**src/rtl/enc_pkg.sv**
```systemverilog
// Shared defaults and direction encodings for the encoder speed measurement block.
package enc_pkg;

    localparam int GATE_CYCLES_DEF  = 80000;
    localparam int CNT_W_DEF        = 16;
    localparam int PER_W_DEF        = 24;
    localparam int STALL_CYCLES_DEF = 8000000;

    // Window count limits for the default count width
    localparam int VEL_MAX = (1 << (CNT_W_DEF - 1)) - 1;
    localparam int VEL_MIN = -(1 << (CNT_W_DEF - 1));

    localparam logic DIR_UP = 1'b1;
    localparam logic DIR_DN = 1'b0;

endpackage

```
**src/rtl/encoder_period_meas.sv**
```systemverilog
// T-method path: cycles between same-direction pulses, reversal and stall detection.
module encoder_period_meas
    import enc_pkg::*;
#(
    parameter int PER_W        = PER_W_DEF,
    parameter int STALL_CYCLES = STALL_CYCLES_DEF
) (
    input  logic             clk_i,
    input  logic             rst_i,
    input  logic             clr_ni,
    input  logic             en_i,
    input  logic             dir_i,
    output logic [PER_W-1:0] period_o,
    output logic             period_dir_o,
    output logic             period_valid_o,
    output logic             reverse_o,
    output logic             stalled_o
);

    localparam logic [PER_W-1:0] STALL_LIM = PER_W'(STALL_CYCLES);

    logic [PER_W-1:0] per_cnt_q;
    logic [PER_W-1:0] period_q;
    logic             armed_q;
    logic             last_dir_q;
    logic             period_dir_q;
    logic             period_valid_q;
    logic             reverse_q;
    logic             stalled_q;
    logic             at_limit_d;

    assign at_limit_d = (per_cnt_q == STALL_LIM);

    always_ff @(posedge clk_i or posedge rst_i) begin
        if (rst_i) begin
            per_cnt_q      <= '0;
            period_q       <= '0;
            armed_q        <= 1'b0;
            last_dir_q     <= 1'b0;
            period_dir_q   <= 1'b0;
            period_valid_q <= 1'b0;
            reverse_q      <= 1'b0;
            stalled_q      <= 1'b0;
        end else if (!clr_ni) begin
            per_cnt_q      <= '0;
            period_q       <= '0;
            armed_q        <= 1'b0;
            last_dir_q     <= 1'b0;
            period_dir_q   <= 1'b0;
            period_valid_q <= 1'b0;
            reverse_q      <= 1'b0;
            stalled_q      <= 1'b0;
        end else begin
            period_valid_q <= 1'b0;
            reverse_q      <= 1'b0;
            if (en_i) begin
                // A pulse always wins over the stall limit, even on the limit cycle
                per_cnt_q <= '0;
                stalled_q <= 1'b0;
                if (!armed_q) begin
                    armed_q    <= 1'b1;
                    last_dir_q <= dir_i;
                end else if (dir_i == last_dir_q) begin
                    period_q       <= per_cnt_q + PER_W'(1);
                    period_dir_q   <= dir_i;
                    period_valid_q <= 1'b1;
                end else begin
                    reverse_q  <= 1'b1;
                    last_dir_q <= dir_i;
                end
            end else if (at_limit_d) begin
                stalled_q <= 1'b1;
                armed_q   <= 1'b0;
            end else begin
                per_cnt_q <= per_cnt_q + PER_W'(1);
            end
        end
    end

    assign period_o       = period_q;
    assign period_dir_o   = period_dir_q;
    assign period_valid_o = period_valid_q;
    assign reverse_o      = reverse_q;
    assign stalled_o      = stalled_q;

endmodule

```
**src/rtl/encoder_speed_meas.sv**
```systemverilog
// M-method gate-window pulse counter plus the T-method period path.
module encoder_speed_meas
    import enc_pkg::*;
#(
    parameter int GATE_CYCLES  = GATE_CYCLES_DEF,
    parameter int CNT_W        = CNT_W_DEF,
    parameter int PER_W        = PER_W_DEF,
    parameter int STALL_CYCLES = STALL_CYCLES_DEF
) (
    input  logic             clk80m,
    input  logic             reset,
    input  logic             enc_rstn,
    input  logic             count_enable,
    input  logic             count_direction,
    output logic [CNT_W-1:0] vel_count,
    output logic             vel_valid,
    output logic [PER_W-1:0] period,
    output logic             period_dir,
    output logic             period_valid,
    output logic             reverse,
    output logic             stalled
);

    localparam int GATE_W = $clog2(GATE_CYCLES);
    localparam logic [GATE_W-1:0] GATE_LAST = GATE_W'(GATE_CYCLES - 1);
    localparam logic [CNT_W-1:0] CNT_MAX = {1'b0, {(CNT_W-1){1'b1}}};
    localparam logic [CNT_W-1:0] CNT_MIN = {1'b1, {(CNT_W-1){1'b0}}};

    logic [GATE_W-1:0] gate_cnt_q;
    logic [CNT_W-1:0]  acc_q;
    logic [CNT_W-1:0]  vel_count_q;
    logic              vel_valid_q;
    logic [CNT_W:0]    step_d;
    logic [CNT_W:0]    sum_d;
    logic [CNT_W-1:0]  acc_sat_d;

    // vel_valid / period_valid are single-cycle strobes: the data output is
    // stable from the strobe cycle until the next strobe, with no back-pressure.
    always_comb begin
        step_d = '0;
        if (count_enable) begin
            step_d = (count_direction == DIR_UP) ? (CNT_W+1)'(1) : '1;
        end
        sum_d     = {acc_q[CNT_W-1], acc_q} + step_d;
        acc_sat_d = sum_d[CNT_W-1:0];
        if (sum_d[CNT_W] != sum_d[CNT_W-1]) begin
            acc_sat_d = sum_d[CNT_W] ? CNT_MIN : CNT_MAX;
        end
    end

    always_ff @(posedge clk80m or posedge reset) begin
        if (reset) begin
            gate_cnt_q  <= '0;
            acc_q       <= '0;
            vel_count_q <= '0;
            vel_valid_q <= 1'b0;
        end else if (!enc_rstn) begin
            gate_cnt_q  <= '0;
            acc_q       <= '0;
            vel_count_q <= '0;
            vel_valid_q <= 1'b0;
        end else begin
            vel_valid_q <= 1'b0;
            if (gate_cnt_q == GATE_LAST) begin
                // The pulse on the terminal cycle closes out this window
                gate_cnt_q  <= '0;
                acc_q       <= '0;
                vel_count_q <= acc_sat_d;
                vel_valid_q <= 1'b1;
            end else begin
                gate_cnt_q <= gate_cnt_q + GATE_W'(1);
                acc_q      <= acc_sat_d;
            end
        end
    end

    assign vel_count = vel_count_q;
    assign vel_valid = vel_valid_q;

    encoder_period_meas #(
        .PER_W        (PER_W),
        .STALL_CYCLES (STALL_CYCLES)
    ) u_period (
        .clk_i          (clk80m),
        .rst_i          (reset),
        .clr_ni         (enc_rstn),
        .en_i           (count_enable),
        .dir_i          (count_direction),
        .period_o       (period),
        .period_dir_o   (period_dir),
        .period_valid_o (period_valid),
        .reverse_o      (reverse),
        .stalled_o      (stalled)
    );

endmodule

```
**config.mk**
```make
export PLATFORM = sky130hd
export DESIGN_NAME = encoder_speed_meas
export DESIGN_NICKNAME = d
export VERILOG_FILES = /design/src/rtl/enc_pkg.sv /design/src/rtl/encoder_period_meas.sv /design/src/rtl/encoder_speed_meas.sv
export SDC_FILE = /design/constraint.sdc
export NUM_CORES = 1
export LEC_CHECK = 0
export ABC_AREA = 1
export CORE_MARGIN = 8
export CORE_UTILIZATION = 45
export DETAILED_ROUTE_END_ITERATION = 10
export PLACE_DENSITY = 0.65
export SLEW_MARGIN = 20
export SYNTH_ARGS = -nofsm -noshare
export SYNTH_HDL_FRONTEND = slang
export SYNTH_SLANG_ARGS = --single-unit
```
**constraint.sdc**
```tcl
create_clock -name clk80m -period 9.5 [get_ports clk80m]
set_clock_uncertainty 0.15 [all_clocks]
set_input_delay 1.9 -clock clk80m [delete_from_list [all_inputs] [get_ports clk80m]]
set_output_delay 1.9 -clock clk80m [all_outputs]
set_load 0.02 [all_outputs]
```
==> metrics, run 1 <==
DIE WIDTH=125 um; GRT overflow=0; antenna violations before repair=0; f_max=204 MHz; vias in the first global route=4419; Cell Area, Synth=5340 um^2; Multi-input gate area=2400 um^2; GRT Total Usage=16.5%; Seq cells post-synth=104; via count=4520; cts bufs inserted=9; hold_buf cts=0; Pwr Density=179 nW/um^2; CP Launch Point=count_enable; Die Y=125 um; IO Count=50; Slew headroom=36.7%; PortBufs=49; CP Data Required Time=9.55 ns; syn_nets=689; DRC=0; Final Cycle Share=51.6%; global placer's final weighted congestion=0.878; Post-CTS Setup Bufs=0; final antenna-violating net count=0; row cnt=40; HP Class=reg -> reg; post-synthesis cell type count=35; root buffer cell=clkbuf_16; reg2reg start=gate_cnt_q[8]; Worst-path clk slew=0.07 ns; nets@finish=733; Initial Util=45.2%; area grow syn2layout=16.6%; hpwl dp=8980 um; minimum clock period after layout=4.90 ns; max-cap viol count=0; CP Max Fanout=15; Min-Delay Startpoint=gate_cnt_q[0]; Worst-Skew Late Latency=0.36 ns; fin util=52.8%; vias per cell=5.18; Die Footprint=15600 um^2; clk sinks=104; final worst slack=4.60 ns; final slew viol count=0; setup TNS=0 ns; Fin Hold WS=0.304 ns; critical path endpoint category=register; CTS tree=done; first-pass GRT wire length=21300 um; status=complete, no violations; final hold vios=0; Avg Cell Area, Syn=7.90 um^2; post-DR wirelength/cell=14.3 um; synthesized instance count=676; n_diodes=0; largest buffer count on any clock path=2; worst path arrival time=4.95 ns; layout cells sized above 1=5.79%; leakage=2.94 nW; pre-CTS WS=4.24 ns; Core Region=11800 um^2; WHS Path Cells=1; final setup vio count=0; Initial DRT Pass Iterations=5; Yosys warning count=0; sequential fraction of the synthesis area=48.7%; kind of critical path=in -> reg; RSZ-0062 raised after global routing=no; Max VDD drop=0.106 mV; R2R cell count=7; number of DRC markers in iteration 0=362; DRT Wirelength=12400 um; cts repair resizes=0; Least-Margin Pin Slew=0.947 ns; Startpoint Class=input port; Fillers=1122; register area=2600 um^2; H-Tree Level Count=3; largest net degree at the start of global routing=73
==> sequential cells by signal, summed over array words and instances, names as in the netlist <==
signal / cells
u_period.stalled_o: 1
u_period.period_o: 24
vel_count: 16
vel_valid: 1
u_period.period_valid_o: 1
acc_q: 16
u_period.reverse_o: 1
u_period.last_dir_q: 1
u_period.period_dir_o: 1
gate_cnt_q: 17
u_period.per_cnt_q: 24
u_period.armed_q: 1
==> stage by stage <==
stage          power (W)  cell area [um^2]  std cells
6_report         0.00111              6230        872
5_1_grt          0.00118              6230        872
4_1_cts          0.00112              6230        872
3_5_place_dp    0.000761              5940        856
3_3_place_gp    0.000761              5940        856
2_1_floorplan   0.000704              5340        676
==> critical path, cell delays in order <==
cell	delay, ns
clkdlybuf4s50_1	0.88
inv_2	0.19
nor2_4	0.30
ha_1	0.35
inv_1	0.10
o21bai_1	0.10
nand2_1	0.07
nand2_1	0.04
a21oi_1	0.15
nand2_1	0.07
nand2_1	0.09
nand2_2	0.08
nand2_2	0.31
nand3_1	0.18
nand2_1	0.09
nor2_1	0.04
==> final cells by class <==
type	count	area share (%)
clock buffers	12	4.12
clock inverters	4	0.442
inverters	68	4.14
multi-input cells	486	38.5
flip-flops and latches	104	41.8
well taps	147	2.95
repair buffers	51	8.11
==> metal layers <==
| layer | up-vias | GRT usage, % | wire length (um) |
|---|---|---|---|
| li1 | 2254 | - | - |
| met1 | 2145 | 20.9 | 5980 |
| met2 | 102 | 26.3 | 5680 |
| met3 | 19 | 4.08 | 543 |
| met4 | 0 | 6.81 | 236 |
| met5 | - | 0 | 0 |
==> logic make-up after synthesis <==
kind of cell,after synthesis,synth area share (%)
compound gates,69,7.59
xor+xnor,34,5.57
fa+ha+maj,8,1.87
buf+inv,86,6.46
flops,104,48.7
simple gates,375,29.8
==> final timing paths <==
kind,to,slack [ns]
worst max-delay path,acc_q[13],4.60
worst min-delay path,gate_cnt_q[0],0.30
worst max register to register,vel_count[15],6.46
worst min register to register,gate_cnt_q[0],0.30
max in group asynchronous,acc_q[11],6.21
min in group asynchronous,gate_cnt_q[9],1.75
==> power breakdown <==
group	total [W]	leakage (nW)	internal (W)	switching, W
logic	0.000265	1.37	0.0000832	0.000182
clock network	0.000358	0.143	0.000193	0.000166
registers	0.000490	1.43	0.000469	0.0000209
==> synthesized netlist by cell type (all sizes together) <==
library cell	number	area (um^2)
a211oi	1	7.51
nand4	8	50.1
nor3b	1	7.51
ha	8	100
o21ai	34	170
buf	6	45.0
a311o	1	10.0
a32o	2	20.0
o31ai	1	7.51
nor2	89	342
or2	1	6.26
nand3	54	270
dfrtp	104	2600
clkbuf	12	45.0
a41oi	4	35.0
nand2	200	793
inv	68	255
and3	3	18.8
xnor2	13	114
o22ai	2	12.5
xor2	21	184
a31oi	1	6.26
a21oi	17	85.1
nor3	12	60.1
a41o	1	10.0
o21bai	3	26.3
o21a	2	15.0
nor4	7	43.8
==> cell usage in the layout (no fill, tap or decap), types with 2 or more instances in the layout <==
master,n
dfrtp_1,104
nand2_1,185
o21ai_0,34
nand3_1,54
clkinv_2,2
a32o_1,2
inv_1,62
xor2_1,21
o21a_1,2
o22ai_1,2
inv_2,5
a21oi_1,17
nand4_1,8
a41oi_1,4
ha_1,8
xnor2_1,13
and3_1,3
clkbuf_16,9
clkbuf_8,2
clkdlybuf4s50_1,49
nor4_1,7
nor3_1,12
nor2_1,87
buf_4,2
nand2_2,14
o21bai_1,2
Note: power is estimated with default switching activity, not from simulation.
==> run 2, diff against run 1 <==
--- a/config.mk
+++ b/config.mk
@@ -9,7 +9,7 @@
 export CORE_MARGIN = 8
 export CORE_UTILIZATION = 45
 export DETAILED_ROUTE_END_ITERATION = 10
-export PLACE_DENSITY = 0.65
+export PLACE_DENSITY = 0.68
 export SLEW_MARGIN = 20
 export SYNTH_ARGS = -nofsm -noshare
 export SYNTH_HDL_FRONTEND = slang
==> constraint.sdc (replaced) <==
create_clock -name clk80m -period 4 [get_ports clk80m]
set_clock_uncertainty 0.15 [all_clocks]
set_input_delay 0.8 -clock clk80m [delete_from_list [all_inputs] [get_ports clk80m]]
set_output_delay 0.8 -clock clk80m [all_outputs]
set_load 0.02 [all_outputs]
==> run 2 against run 1 <==
Against the previous run: sequential power up 140%; via count up 1.0%; first-iteration DRC count down 38%; die area unchanged; final cell count up 1.0%; global-route usage up 0.52 points; total power up 140%; combinational power up 150%; clock power rose to 2.5 times the previous value; worst hold slack better by 0.0036 ns; critical path type unchanged.
==> metrics, run 2 (synthesized netlist as in run 1, its figures left out) <==
kind of critical path=in -> reg; DRC=0 (unchanged); PortBufs=49 (unchanged); Die Footprint=15600 um^2 (unchanged); crit-path cells=clkdlybuf4s50_1 > inv_2 > nor2_4 > ha_1 > inv_1 > o21bai_1 > nand2_1 > nand2_1 > a21oi_1 > nand2_1 > nand2_1 > nand2_2 > nand2_2 > buf_4 > nand2_2 > nand2_1 > nor2_1; Worst-Skew Late Latency=0.36 ns (about the same); cts repair resizes=0 (unchanged); GRT Total Usage=17.0% (+0.52 points); antenna violations before repair=0 (unchanged); minimum clock period after layout=3.35 ns; Core Region=11800 um^2 (unchanged); CP Data Required Time=4.08 ns (-5.47 ns); Int Pwr=0.00183 W (+150%); hold_buf cts=0 (unchanged); final worst slack=0.650 ns (-3.95 ns); Least-Margin Pin Slew=0.783 ns (-0.164 ns); DIE WIDTH=125 um (unchanged); leakage=3.00 nW (+1.9%); Final Cycle Share=83.8%; Worst-path clk slew=0.07 ns (about the same); post-DR wirelength/cell=14.3 um (+0.41%); Slew headroom=47.7% (+11 points); CP Max Fanout=12 (-3); row cnt=40 (unchanged); setup TNS=0 ns (unchanged); fin cells=881 (+1.0%); Die Y=125 um (unchanged); pre-CTS WS=0.297 ns (-3.94 ns); HP Class=reg -> reg; vias in the first global route=4526 (+2.4%); switching share of total power=32.7% (-0.40 points); dpl cells=865 (+1.1%); DRT Wirelength=12600 um (+1.4%); Reg2Reg Setup Slack=1.30 ns (-5.16 ns); H-Tree Level Count=3 (unchanged); slowest stage delay, CP=0.62 ns (-0.26 ns); commonest non-fill, non-tap cell in the layout=nand2_1; number of DRC markers in iteration 0=225 (-38%); commonest non-fill, non-tap cells in the layout=nand2_1, dfrtp_1, nor2_1; largest net degree at the start of global routing=62 (-15%); CTS tree=done; via count=4566 (+1.0%); root buffer cell=clkbuf_16; nets@finish=742 (+1.2%); area grow syn2layout=18.5%; final antenna-violating net count=0 (unchanged); Initial Util=45.2% (unchanged); CP dominant cell by count=nand2_1; final slew viol count=0 (unchanged); global placer's final weighted congestion=0.930 (+5.9%); final setup vio count=0 (unchanged); status=complete, no violations; Pwr Density=430 nW/um^2 (+140%); sequential share of power=42.8% (-1.2 points); clk sinks=104 (unchanged); GRT overflow=0 (unchanged); n_diodes=0 (unchanged); vias per cell=5.18 (about the same); Initial DRT Pass Iterations=5 (unchanged); worst path arrival time=3.43 ns (-1.52 ns); RSZ-0062 raised after global routing=no; Max VDD drop=0.238 mV (+130%); final hold vios=0 (unchanged); switching power=0.000889 W (+140%); Post-CTS Setup Bufs=0 (unchanged); f_max=299 MHz; largest buffer count on any clock path=2 (unchanged); first-pass GRT wire length=21900 um (+2.5%); cts bufs inserted=9 (unchanged); hpwl dp=9340 um (+4.0%); layout cells sized above 1=6.95% (+1.2 points); Startpoint Class=input port; max-cap viol count=0 (unchanged); share of total power in the clock network=33.1% (+0.9 points); IO Count=50 (unchanged); Comb pwr share=24.0% (+0.2 points); critical path endpoint category=register; CP max stage cell=clkdlybuf4s50_1
==> run 2: cell types whose count changed in the layout (fill, tap and decap cells not counted), sizes merged <==
cell,delta
clkinv,+1
bufinv,+1
clkbuf,-2
buf,+9
==> run 2: power by group through the flow <==
stage	registers, W	logic (W)	clock network [W]
global placement	0.00118	0.000650	0
detailed placement	0.00118	0.000650	0
floorplan	0.00117	0.000500	0
CTS	0.00116	0.000656	0.000930
finish	0.00116	0.000653	0.000901
global route	0.00117	0.000752	0.000967
==> run 2: critical path, delay by kind of cell <==
kind / cells / cell delay [ns]
buffers and inverters: 4 / 1.05
adder cells (fa/ha/maj): 1 / 0.36
AO/OA/AOI/OAI: 2 / 0.26
AND/OR/NAND/NOR: 10 / 0.93
==> run 2: through the flow <==
step / power [W] / hold WS (ns) / utilization (%) / area (um^2)
final: 0.00272 / 0.307 / 53.6 / 6330
after floorplan: 0.00167 / 0.275 / - / 5340
after detailed placement: 0.00183 / 0.299 / 51.0 / 6020
after CTS: 0.00275 / 0.308 / 53.6 / 6330
after global routing: 0.00289 / 0.347 / 53.6 / 6330
after global placement: 0.00183 / 0.291 / 51.0 / 6020
==> run 2: final timing paths <==
| check | start | cells past startpoint | endpoint |
|---|---|---|---|
| max in group asynchronous | reset | 3 | vel_count[2] |
| min reg2reg | gate_cnt_q[0] | 1 | gate_cnt_q[0] |
| min | gate_cnt_q[0] | 1 | gate_cnt_q[0] |
| max | count_enable | 17 | acc_q[2] |
| max reg2reg | u_period.per_cnt_q[0] | 11 | u_period.period_o[20] |
| min in group asynchronous | reset | 2 | gate_cnt_q[5] |
==> run 2: layout make-up <==
class / instances / area [um^2]
fillers: 1099 / 5480
multi-input cells: 486 / 2390
clock buffers: 10 / 239
repair buffers: 60 / 586
flip-flops and latches: 104 / 2600
clock inverters: 6 / 66.3
inverters: 68 / 258
well taps: 147 / 184
==> run 2: metal layers <==
metal	vias up	wire [um]	GRT usage, %
li1	2279	-	-
met4	0	209	6.73
met2	90	5940	28.2
met3	13	523	3.74
met1	2184	5950	21.2
met5	-	0	0
